**config.mk**
```make
export PLATFORM = sky130hd
export DESIGN_NAME = hazard3_reset_ctrl
export DESIGN_NICKNAME = d
export VERILOG_FILES = /design/src/rtl/hazard3_reset_ctrl.sv
export SDC_FILE = /design/constraint.sdc
export NUM_CORES = 1
export LEC_CHECK = 0
export BUFFER_PORTS_ARGS = -buffer_cell sky130_fd_sc_hd__buf_2
export CELL_PAD_IN_SITES_DETAIL_PLACEMENT = 0
export CELL_PAD_IN_SITES_GLOBAL_PLACEMENT = 1
export CORE_MARGIN = 1
export CORE_UTILIZATION = 44
export CTS_BUF_LIST = sky130_fd_sc_hd__clkbuf_8
export CTS_CLUSTER_SIZE = 28
export DETAILED_ROUTE_END_ITERATION = 6
export PLACE_DENSITY_LB_ADDON = 0.1
export SLEW_MARGIN = 15
export SYNTH_ARGS = -nofsm -noshare
export SYNTH_HDL_FRONTEND = slang
export SYNTH_SLANG_ARGS = --single-unit
```
**constraint.sdc**
```tcl
create_clock -name clk -period 1.8 [get_ports clk]
set_input_delay 0.27 -clock clk [delete_from_list [all_inputs] [get_ports clk]]
set_output_delay 0.27 -clock clk [all_outputs]
set_load 0.005 [all_outputs]
```
**src/rtl/hazard3_reset_ctrl.sv**
```systemverilog
// Reset sequencer: turns Debug Module hart/system reset requests (and power-on
// reset) into stretched reset outputs, acknowledging only after reset-sync feedback confirms a full cycle.
module hazard3_reset_ctrl #(
  parameter int N_HARTS        = 1,
  parameter int ASSERT_CYCLES  = 4,
  parameter int RELEASE_CYCLES = 2
) (
  input  logic               clk,
  input  logic               rst,
  input  logic               sys_reset_req,
  output logic               sys_reset_done,
  input  logic [N_HARTS-1:0] hart_reset_req,
  output logic [N_HARTS-1:0] hart_reset_done,
  output logic               sys_rst_n_out,
  output logic [N_HARTS-1:0] hart_rst_n_out,
  input  logic               sys_rst_n_fb,
  input  logic [N_HARTS-1:0] hart_rst_n_fb
);

  // Channel 0 is the system channel, channel i+1 is hart i.
  localparam int NCH  = N_HARTS + 1;
  localparam int CMAX = (ASSERT_CYCLES > RELEASE_CYCLES) ? ASSERT_CYCLES : RELEASE_CYCLES;
  localparam int CW   = $clog2(CMAX + 1);

  localparam logic [CW-1:0] A_LAST = CW'(ASSERT_CYCLES - 1);
  localparam logic [CW-1:0] R_LAST = CW'((RELEASE_CYCLES == 0) ? 0 : RELEASE_CYCLES - 1);

  typedef enum logic [1:0] {
    ST_IDLE    = 2'd0,
    ST_ASSERT  = 2'd1,
    ST_RELEASE = 2'd2,
    ST_DONE    = 2'd3
  } state_t;

  // Per-channel state is kept in named arrays so checkers can bind to it directly.
  state_t          chan_state_q [NCH];
  state_t          chan_state_d [NCH];
  logic [CW-1:0]   cnt_q        [NCH];
  logic [CW-1:0]   cnt_d        [NCH];
  logic            by_req_q     [NCH];
  logic            by_req_d     [NCH];

  logic [NCH-1:0]  req;
  logic [NCH-1:0]  fb;

  assign req = {hart_reset_req, sys_reset_req};
  assign fb  = {hart_rst_n_fb, sys_rst_n_fb};

  always_ff @(posedge clk) begin
    if (rst) begin
      for (int c = 0; c < NCH; c++) begin
        chan_state_q[c] <= ST_ASSERT;
        cnt_q[c]        <= '0;
        by_req_q[c]     <= 1'b0;
      end
    end else begin
      for (int c = 0; c < NCH; c++) begin
        chan_state_q[c] <= chan_state_d[c];
        cnt_q[c]        <= cnt_d[c];
        by_req_q[c]     <= by_req_d[c];
      end
    end
  end

  always_comb begin
    for (int c = 0; c < NCH; c++) begin
      chan_state_d[c] = chan_state_q[c];
      cnt_d[c]        = cnt_q[c];
      by_req_d[c]     = by_req_q[c];
      case (chan_state_q[c])
        ST_IDLE: begin
          if (req[c]) begin
            chan_state_d[c] = ST_ASSERT;
            cnt_d[c]        = '0;
            by_req_d[c]     = 1'b1;
          end
        end
        ST_ASSERT: begin
          // Only cycles where the synchronised reset is seen low count.
          if (fb[c]) begin
            cnt_d[c] = '0;
          end else if (cnt_q[c] == A_LAST) begin
            chan_state_d[c] = ST_RELEASE;
            cnt_d[c]        = '0;
          end else begin
            cnt_d[c] = cnt_q[c] + CW'(1);
          end
        end
        ST_RELEASE: begin
          if (!fb[c]) begin
            cnt_d[c] = '0;
          end else if (cnt_q[c] >= R_LAST) begin
            // Power-on and aborted sequences end silently in IDLE.
            chan_state_d[c] = (by_req_q[c] && req[c]) ? ST_DONE : ST_IDLE;
            cnt_d[c]        = '0;
            by_req_d[c]     = 1'b0;
          end else begin
            cnt_d[c] = cnt_q[c] + CW'(1);
          end
        end
        ST_DONE: begin
          if (!req[c]) begin
            chan_state_d[c] = ST_IDLE;
          end
        end
        default: begin
          chan_state_d[c] = ST_IDLE;
        end
      endcase
    end
  end

  assign sys_rst_n_out  = (chan_state_q[0] != ST_ASSERT);
  assign sys_reset_done = (chan_state_q[0] == ST_DONE);

  // A system reset also holds every hart in reset.
  for (genvar i = 0; i < N_HARTS; i++) begin : g_hart
    assign hart_rst_n_out[i]  = !((chan_state_q[i+1] == ST_ASSERT) || (chan_state_q[0] == ST_ASSERT));
    assign hart_reset_done[i] = (chan_state_q[i+1] == ST_DONE);
  end

endmodule

```
# Word level (Yosys, flattened, before mapping)
# Memories as Yosys holds them, arrays and structs flattened.
# Cells that the tools add are included.
[word_totals]
register_bits = 0
mem_bits_rw = 12
inputBits = 6
elab_cells = 73
mem_count = 3
[classes]
n_addsub = 2
n_lt_le_gt_ge = 2
n_eq_ne = 9
muxes = 45
n_bitwise = 6
reduce_logical = 6
[mem_list]
columns = ["name", "words", "width", "rd", "rd_clocked_by_memory_dff", "write_ports", "line", "text"]
rows = [
  ["cnt_q", 2, 3, 2, 0, 2, "38", "logic [CW-1:0] cnt_q [NCH];"],
  ["chan_state_q", 2, 2, 2, 0, 2, "36", "state_t chan_state_q [NCH];"],
  ["by_req_q", 2, 1, 2, 0, 2, "40", "logic by_req_q [NCH];"],
]
[op_table]
columns = ["op", "n"]
rows = [
  ["3-bit two-way mux", 12],
  ["2-bit two-way mux", 16],
  ["3-bit one-hot mux with 3 select lines", 2],
  ["2-bit one-hot mux with 4 select lines", 2],
  ["1-bit two-way mux", 11],
  ["2-bit == test, second input constant", 4],
  ["3-bit by 1-bit adder with 3-bit output, second input constant", 2],
  ["3-bit by 2-bit == test with 1-bit output, second input constant", 2],
  ["3-bit by 1-bit >= comparator with 1-bit output, second input constant", 2],
  ["1-bit OR", 6],
  ["2-bit by 1-bit == test with 1-bit output, second input constant", 2],
  ["2-bit zero test", 2],
  ["1-bit one-hot mux with 2 select lines", 2],
  ["1-bit logical AND", 2],
  ["2-bit by 1-bit != test with 1-bit output, second input constant", 1],
  ["1-bit zero test", 1],
  ["1-bit logical OR", 1],
]

# Logic depth before layout (Yosys ltp)
[depth]
word_depth = 6
mapped_depth = 6

# Least setup slack after synthesis
# No wires, ideal clock.
[synth_path]
path_type = "register to register"
from = "mem cnt_q[0][3] (netlist name)"
to = "mem chan_state_q[0][3] (netlist name)"
setup_ps = 130
arrival_time_ps = 1401
required_ps = 1670
setup_slack_ps = 269
stages_incl_launch_ff = 7
path_buffers = 0
cell_sequence = "dfxtp_1 -> ha_1 -> ha_1 -> nand2b_1 -> a221oi_1 -> and3_1 -> o32ai_1"
[synth_rtl]
columns = ["element", "line"]
rows = [
  ["from (decl)", "38"],
  ["to (decl)", "36"],
]

==> flow_summary.toml <==
[floorplan]
die_x_microns = 47.2
die_h_microns = 47.2
io_pins = 10
start_util_pct = 49.3
core_sq_um = 1820
row_count = 15
dieArea_sq_um = 2230

[yosys]
netlist_area_sq_um = 898
synth_top_family_by_area = "adder cells"
synthXorXnorAreaFrac_pct = 0
synth_ff_type = "dfxtp_1"
ys_async_sr_fraction_pct = 0
yosysUniqueCellTypes = 30
synth-simple-area-share_pct = 18.5
synth.net_count = 132
ys_top_cells_by_area = "dfxtp_1 27%, ha_1 22%, inv_1 7.1%"
synth_mux_area_share_pct = 3.48
synth-adder-area-share_pct = 22.3
synth_compound_area_share_pct = 21.4
yosysWarnings = 0
syn_inst = 110
seq_area_frac_synth_pct = 26.7
synth-seq-cells = 12
synth.avg_cell_area_sq_um = 8.17
synth_edf_count = 0
synth_top_cell_by_area = "dfxtp_1"
synth_top_area_share_pct = 26.7

[global_route]
grt_pass1_vias = 710
antenna_found_initial = 0
grt_max_degree = 16
grt_pass1_wl_mm = 2.79
grt_overflow = 0
gr-usage-all-layers_pct = 17.6

[cts]
cts_tree = "yes"
cts.clk_slew.worst_paths_ns = 0.05
cts_hold_buf = 0
cts_buffers = 3
cts_max_path_buffers = 2
cts_root_buffer = "clkbuf_8"
clk_latency_ns = 0.23
htreeDepth = 1
cts.sinks = 12

[final_layout]
seqCellArea_sq_um = 241
fillers = 176
multiInputGateArea_sq_um = 597
antennaDiodeCount = 0
drive_above_1_share_pct = 13.9
layoutNonFillerInstCount = 147
areaGrowthSynthToFinish_pct = 15.0
fin_nets = 145

[sta]
hold_slack_ns = 0.357
finalSetupViolCount = 0
hold_viol = 0
tightest_slew_ns = 0.440
min_period_ns = 1.63
layout_setup_ws_ns = 0.169
setup_tns_ns = 0
skew_ns = 0.000504
clock.fmax_ghz = 0.613
rsz0062_at_grt = "no"
final.period_utilization_pct = 90.6
maxSlewViolCount = 0
relSlewSlack_pct = 70.3

[place]
gp_congestion = 0.788
io_buffers = 9
dp_cells = 143
dp_slack_ns = 0.0883
dp_hpwl_mm = 1.32

[flow_run]
maxCapViolCount = 0

[power_and_ir_drop]
ir_drop_mv = 0.690
leakage_nw = 0.432
power.total_mw = 1.23
pwr_density_cell_nw_per_um2 = 1190

[worst_setup_path]
max_stage_delay_ns = 0.51
crit_fanout = 4
cpLargestDelayFamily = "simple AND/OR/NAND/NOR gates"
required_ns = 1.97
path_cells = "inv_1 -> ha_1 -> nor3_1 -> a21oi_1 -> or4_1 -> a21oi_1"
path_buf_inv = 1
cp-start-kind = "register"
critPathKind = "reg -> reg"
arrival_ns = 1.80
crit_top_cell = "a21oi_1"
crit_path_top_delay_cell = "or4_1"
worst_setup_path_end_kind = "register"

[route]
drt_first_pass_iters = 4
drt_iter0_drc = 13
routed_wl_mm = 1.67
wl_per_cell_microns = 11.3
drc = 0
ant_nets = 0
routed-via-count = 787
viasPerCell = 5.35

[outcome]
status = "completed"

[hold_path]
hold_class = "in -> reg"
cell families after synthesis:
family,count (synthesis)
compound gates,29
fa+ha+maj,16
buf+inv,18
flops,12
mux,3
simple gates,32
report_power, final:
part           internal, mW  total [mW]  switching, mW
combinational         0.238       0.542          0.304
sequential            0.333       0.399         0.0664
clock                 0.193       0.288         0.0952
total                 0.764        1.23          0.465
tightest hold or removal path, stage by stage:
cell and delay (ns):
buf_2 0.13, nand3_1 0.08, a21oi_1 0.06
per-stage QoR:
step	cell area (sq um)	utilization, %
2_1_floorplan	898	-
3_3_place_gp	971	53.3
3_5_place_dp	971	53.3
4_1_cts	1030	56.4
5_1_grt	1030	56.8
6_report	1030	56.8
flip-flops by register name, indices dropped and copies added, names as in the netlist:
signal,flops
by_req_q,2
chan_state_q,4
cnt_q,6
synth_stat cells (all sizes together), types with 2 or more instances:
cell type,n
nand3,4
or4,3
a21oi,8
ha,16
nor3,3
nor2,4
o21ai,7
a31oi,2
dfxtp,12
nand2,9
nand2b,3
mux2i,2
a211oi,3
inv,17
o41ai,2
nor2b,2
what timing repair did:
action / CTS / global route
buffers inserted: 0 / 0
endpoints found under the setup margin: 0 / 4
gates resized for setup: 0 / 2
layout by cell type, fill, tap and decap left out, types with 2 or more instances in the layout:
cell type,count
inv_1,17
a211oi_1,3
ha_1,16
mux2i_1,2
nand3_1,4
o21ai_0,6
nand2_1,9
nor3_1,3
buf_2,9
a31oi_1,2
nor2_1,4
or4_1,3
clkbuf_8,4
nand2b_1,3
nor2b_1,2
a21oi_1,8
dfxtp_1,11
o41ai_1,2
metal layers:
metal	vias to the layer above	share of wire [%]	track usage (%)	wire length, microns
met2	13	50	31.9	830
met3	2	2.4	3.85	40
li1	413	-	-	-
met5	-	0	0	0
met1	359	47	20.8	789
met4	0	0.36	4.57	6
final timing paths:
kind | start | endpoint | slack (ns) | cells after the start
max | cnt_q[0][1] | cnt_q[0][1] | 0.17 | 6
min | hart_reset_req | by_req_q[0][1] | 0.36 | 3
max reg2reg | cnt_q[0][1] | cnt_q[0][1] | 0.17 | 6
min reg2reg | by_req_q[0][1] | by_req_q[0][1] | 0.48 | 2
area by class of cell:
cell class | instances | area share, %
clock buffers | 4 | 5.33
inverters | 17 | 6.17
well taps | 25 | 3.03
flip-flops and latches | 12 | 23.4
repair buffers | 9 | 4.36
multi-input cells | 80 | 57.7
Power figures use the tool's default switching activity.
